### src/rtl/alu_arbiter.sv
// Shares one combinational ALU between NREQ requesters: IDLE grant, EXEC capture, RESP handshake.
// Define ALU_ARB_RR_EN for round-robin arbitration; otherwise fixed priority, lowest index wins.
module alu_arbiter #(
   parameter int NREQ = 4
) (
   input  logic                 clk,
   input  logic                 reset,
   input  logic [NREQ-1:0]      req_valid,
   output logic [NREQ-1:0]      req_ready,
   input  logic [4*NREQ-1:0]    req_op,
   input  logic [32*NREQ-1:0]   req_x,
   input  logic [32*NREQ-1:0]   req_y,
   output logic [NREQ-1:0]      rsp_valid,
   input  logic [NREQ-1:0]      rsp_ready,
   output logic [31:0]          rsp_data,
   output logic                 rsp_zero,
   output logic [3:0]           alu_op,
   output logic [31:0]          alu_x,
   output logic [31:0]          alu_y,
   input  logic [31:0]          alu_s,
   input  logic                 alu_zr
);

   localparam int          GNT_W  = (NREQ > 1) ? $clog2(NREQ) : 1;
   localparam int unsigned NREQ_U = NREQ;

   localparam logic [1:0] S_IDLE = 2'd0;
   localparam logic [1:0] S_EXEC = 2'd1;
   localparam logic [1:0] S_RESP = 2'd2;

   logic [1:0]       state_q, state_d;
   logic [GNT_W-1:0] gnt_q, gnt_d;
   logic [GNT_W-1:0] win;
   logic             any_valid;
   logic [3:0]       alu_op_q, alu_op_d;
   logic [31:0]      alu_x_q, alu_x_d;
   logic [31:0]      alu_y_q, alu_y_d;
   logic [31:0]      rsp_data_q, rsp_data_d;
   logic             rsp_zero_q, rsp_zero_d;

`ifdef ALU_ARB_RR_EN
   logic [GNT_W-1:0] rr_ptr_q, rr_ptr_d;
   int unsigned      rr_idx;

   // Search starts at rr_ptr and wraps modulo NREQ; first valid wins.
   always_comb begin
      win       = '0;
      any_valid = 1'b0;
      rr_idx    = 0;
      for (int unsigned k = 0; k < NREQ_U; k++) begin
         rr_idx = 32'(rr_ptr_q) + k;
         if (rr_idx >= NREQ_U) rr_idx = rr_idx - NREQ_U;
         if (!any_valid && req_valid[rr_idx]) begin
            any_valid = 1'b1;
            win       = GNT_W'(rr_idx);
         end
      end
   end

   always_comb begin
      rr_ptr_d = rr_ptr_q;
      if (state_q == S_IDLE && any_valid) begin
         rr_ptr_d = (win == GNT_W'(NREQ_U - 1)) ? '0 : win + 1'b1;
      end
   end

   always_ff @(posedge clk) begin
      if (reset) rr_ptr_q <= '0;
      else       rr_ptr_q <= rr_ptr_d;
   end
`else
   always_comb begin
      win       = '0;
      any_valid = 1'b0;
      for (int unsigned k = 0; k < NREQ_U; k++) begin
         if (!any_valid && req_valid[k]) begin
            any_valid = 1'b1;
            win       = GNT_W'(k);
         end
      end
   end
`endif

   always_comb begin
      state_d    = state_q;
      gnt_d      = gnt_q;
      alu_op_d   = alu_op_q;
      alu_x_d    = alu_x_q;
      alu_y_d    = alu_y_q;
      rsp_data_d = rsp_data_q;
      rsp_zero_d = rsp_zero_q;
      case (state_q)
         S_IDLE: begin
            if (any_valid) begin
               state_d  = S_EXEC;
               gnt_d    = win;
               alu_op_d = req_op[32'(win)*4 +: 4];
               alu_x_d  = req_x[32'(win)*32 +: 32];
               alu_y_d  = req_y[32'(win)*32 +: 32];
            end
         end
         S_EXEC: begin
            rsp_data_d = alu_s;
            rsp_zero_d = alu_zr;
            state_d    = S_RESP;
         end
         S_RESP: begin
            if (rsp_ready[gnt_q]) state_d = S_IDLE;
         end
         default: state_d = S_IDLE;
      endcase
   end

   always_comb begin
      req_ready = '0;
      rsp_valid = '0;
      for (int unsigned k = 0; k < NREQ_U; k++) begin
         req_ready[k] = (state_q == S_IDLE) && any_valid && (win == GNT_W'(k));
         rsp_valid[k] = (state_q == S_RESP) && (gnt_q == GNT_W'(k));
      end
   end

   always_ff @(posedge clk) begin
      if (reset) begin
         state_q    <= S_IDLE;
         gnt_q      <= '0;
         alu_op_q   <= '0;
         alu_x_q    <= '0;
         alu_y_q    <= '0;
         rsp_data_q <= '0;
         rsp_zero_q <= 1'b0;
      end else begin
         state_q    <= state_d;
         gnt_q      <= gnt_d;
         alu_op_q   <= alu_op_d;
         alu_x_q    <= alu_x_d;
         alu_y_q    <= alu_y_d;
         rsp_data_q <= rsp_data_d;
         rsp_zero_q <= rsp_zero_d;
      end
   end

   assign alu_op   = alu_op_q;
   assign alu_x    = alu_x_q;
   assign alu_y    = alu_y_q;
   assign rsp_data = rsp_data_q;
   assign rsp_zero = rsp_zero_q;

endmodule

### config.mk
export PLATFORM = sky130hd
export DESIGN_NAME = alu_arbiter
export DESIGN_NICKNAME = d
export VERILOG_FILES = /design/src/rtl/alu_arbiter.sv
export SDC_FILE = /design/constraint.sdc
export NUM_CORES = 1
export LEC_CHECK = 0
export CORE_AREA = 2 2 167 169
export CTS_BUF_LIST = sky130_fd_sc_hd__clkbuf_2
export CTS_CLUSTER_DIAMETER = 200
export DETAILED_ROUTE_END_ITERATION = 6
export DIE_AREA = 0 0 169 171
export GPL_TIMING_DRIVEN = 0
export HOLD_SLACK_MARGIN = 0.02
export PLACE_DENSITY_LB_ADDON = 0.1
export SLEW_MARGIN = 20
export SYNTH_ARGS = -nofsm -noshare
export SYNTH_HDL_FRONTEND = slang
export SYNTH_SLANG_ARGS = --single-unit
### constraint.sdc
create_clock -name clk -period 3.47 [get_ports clk]
set_input_delay 0.5205 -clock clk [delete_from_list [all_inputs] [get_ports clk]]
set_output_delay 0.5205 -clock clk [all_outputs]
set_load 0.005 [all_outputs]
==> reports/qor.yml <==
final_hold_viol_count: 0
grt_max_degree: 20
critPathBufInv: 5
use_met1: 0.272
clock_latency_ns: 0.66
wire_per_inst_microns: 22.0
postRouteAntennaNets: 0
synthesis.area_sq_um: 6280
min_from: "alu_s[29]"
cp_slowest_stage_delay_ns: 0.62
clk_path_buf_depth: 2
synthTopCellsByCount: "170 x a21oi_1, 134 x nand2_1, 105 x dfxtp_1, 78 x clkbuf_1, 71 x nand2b_1"
drt-pass1-iter-count: 5
switching_share: 0.337
post-cts-setup-buffers: 0
fin_crit_sh: 0.909
synth_area_per_cell_sq_um: 7.70
crit_arrival_ns: 2.63
clkSinkCount: 105
design_area_sq_um: 11100
drt_iter0_markers: 470
drc: 0
grt-ovfl-total: 0
met3_usage: 0.0752
nets: 1563
intPower_w: 0.00230
synth_fp_nets: 1131
p_seq_frac: 0.413
cp-end-kind: "output port"
grt_usage: 0.230
synth-warning-count: 0
drive_gt1_frac: 0.0870
fin_setup_tns_ns: 0
path_cells: "clkdlybuf4s50_1 -> nand2b_1 -> buf_2 -> buf_2 -> buf_2 -> nor2_1 -> clkdlybuf4s50_1"
area_delta_synth_final_pct: 76.4
cts_tree: "yes"
placed_cell_area_sq_um: 10900
p_sw_w: 0.00117
grt_pass1_wl_mm: 50.0
avgViaCountPerCell: 5.02
setup_ws_ns: 0.315
rows: 61
ys_types: 25
grt_busiest_layer: "met2"
yosysSeqAreaShare: 0.335
critPathMaxFanout: 10
final-setup-viol-count: 0
status: "complete, no violations"
finalCriticalPeriod_ns: 3.16
ys.flop_type: "dfxtp_1"
dp_hpwl_mm: 27.2
syn_inst: 816
cp_common_cell: "buf_2"
wl_mm: 35.3
htreeDepth: 3
grt_use_met2: 0.404
cap_violations: 0
io_buffers: 422
finClkSkew_ns: 0.0451
netlist.area_leader.share: 0.335
cpMaxStageDelayCell: "clkdlybuf4s50_1"
cpLargestDelayFamily: "buffers and inverters"
start_kind: "primary input"
required_ns: 2.95
synth_edf_count: 0
numCtsBuffers: 9
cts_root_buf: "clkbuf_2"
grt_setup_unrepaired: "false"
fmax_mhz: 317
slew_viol_final: 0
die_y_microns: 171
p_leak_nw: 3.64
r2r_cells: 5
place_congestion: 0.818
ir_drop_mv: 0.149
synthTopCellsByArea: "dfxtp_1 33%, a21oi_1 14%, o2111ai_1 9.6%"
die_width_microns: 169
ys_seq_elements: 105
holdCritPathClass: "in2reg"
worstMarginPinSlew_ns: 0.694
cp.depth: 7
powerDensity_nw_per_um2: 313
reg2reg_from: "state_q[1]$_SDFFE_PP0P_"
hold_depth: 3
antenna_found_initial: 6
pre_cts_slack_ns: 0.0570
startpoint: "req_valid[0]"
grt_pass1_vias: 7840
ctsHoldBuffers: 0
async_flop_share: 0
p_clk_frac: 0.198
worstSetupPathType: "in2out"
max-slew-margin-rel: 0.536
synth_most_common_cell: "a21oi_1"
dr_total_vias: 8050
clkTransAtPathRegs_ns: 0.36
hold_ws_ns: 0.352
comb_power_share: 0.389
io_pins: 424
dieArea_sq_um: 28900
start_util: 0.230
core_sq_um: 27300
synth_top_cell_by_area: "dfxtp_1"
layout make-up:
cell class,instances,area [sq um]
flip-flops and latches,105,2100
clock buffers,9,45.0
diodes,4,10.0
fillers,2857,16200
multi-input cells,605,3750
well taps,346,433
plain buffers,101,415
repair buffers,422,4220
inverters,4,15.0
clock inverters,7,85.1
state kept, by name (all words and copies together) (netlist names):
signal / flops
rsp_zero: 1
alu_x: 32
rsp_data: 32
alu_op: 4
state_q: 2
gnt_q: 2
alu_y: 32
cells by family (layout without fill, tap and decap cells):
| group | after synthesis | in the layout | share of synthesized area |
|---|---|---|---|
| flip-flops | 105 | 105 | 0.335 |
| AO/OA/AOI/OAI | 311 | 311 | 0.331 |
| other | 0 | 4 | 0 |
| buffers and inverters | 106 | 543 | 0.0691 |
| AND/OR/NAND/NOR | 293 | 293 | 0.262 |
| multiplexers | 1 | 1 | 0.00358 |
final timing paths:
path                                     to  slack [ns]
hold reg to reg   rsp_data[24]$_SDFFE_PP0N_        0.47
hold / removal    rsp_data[29]$_SDFFE_PP0N_        0.35
setup reg to reg     alu_y[25]$_SDFFE_PP0P_        1.23
setup / recovery               req_ready[1]        0.31
placed cells by master, fill, tap and decap left out, types with 2 or more instances in the layout:
master / synthesis / final
inv_1: 2 / 2
nor2b_1: 2 / 2
dfxtp_1: 105 / 105
buf_1: 5 / 5
or2_2: 2 / 2
o2111ai_1: 69 / 69
nand2b_1: 71 / 71
nand2_1: 134 / 134
clkinvlp_4: 0 / 2
clkbuf_2: 0 / 9
inv_2: 2 / 2
o21ai_0: 2 / 2
o32ai_1: 68 / 68
a21oi_1: 170 / 170
clkdlybuf4s50_1: 0 / 422
or3b_2: 68 / 68
buf_6: 2 / 2
clkbuf_1: 78 / 77
inv_8: 0 / 2
diode_2: 0 / 4
and3_1: 2 / 2
buf_2: 17 / 17
nor3_1: 5 / 5
nor2_1: 6 / 5
power groups by stage:
stage	registers, W	clock network [W]	logic (W)
after floorplan	0.00145	0	0.000492
after global placement	0.00145	0	0.00136
after detailed placement	0.00145	0	0.00136
after CTS	0.00143	0.000732	0.00137
after global routing	0.00145	0.000774	0.00146
final	0.00143	0.000688	0.00135
worst min-delay path, stage by stage:
cell	delay, ns
clkdlybuf4s50_1	0.40
nand2_1	0.06
a21oi_1	0.05
per-stage QoR:
step / instances / util / power [W]
final: 1603 / 0.406 / 0.00347
after global routing: 1601 / 0.405 / 0.00369
after CTS: 1600 / 0.405 / 0.00353
after detailed placement: 1584 / 0.400 / 0.00281
after global placement: 1584 / 0.400 / 0.00281
after floorplan: 816 / - / 0.00194
metal layers:
layer	vias up	wire length [microns]
li1	3907	-
met1	3769	14400
met2	333	17200
met3	35	3070
met4	6	541
met5	-	44
what timing repair did:
| action | 4_1_cts | 5_1_grt |
|---|---|---|
| setup endpoints to repair | 2 | 2 |
| pin swaps | 0 | 0 |
| gates resized for setup | 1 | 1 |
Note: power is estimated with default switching activity, not from simulation.
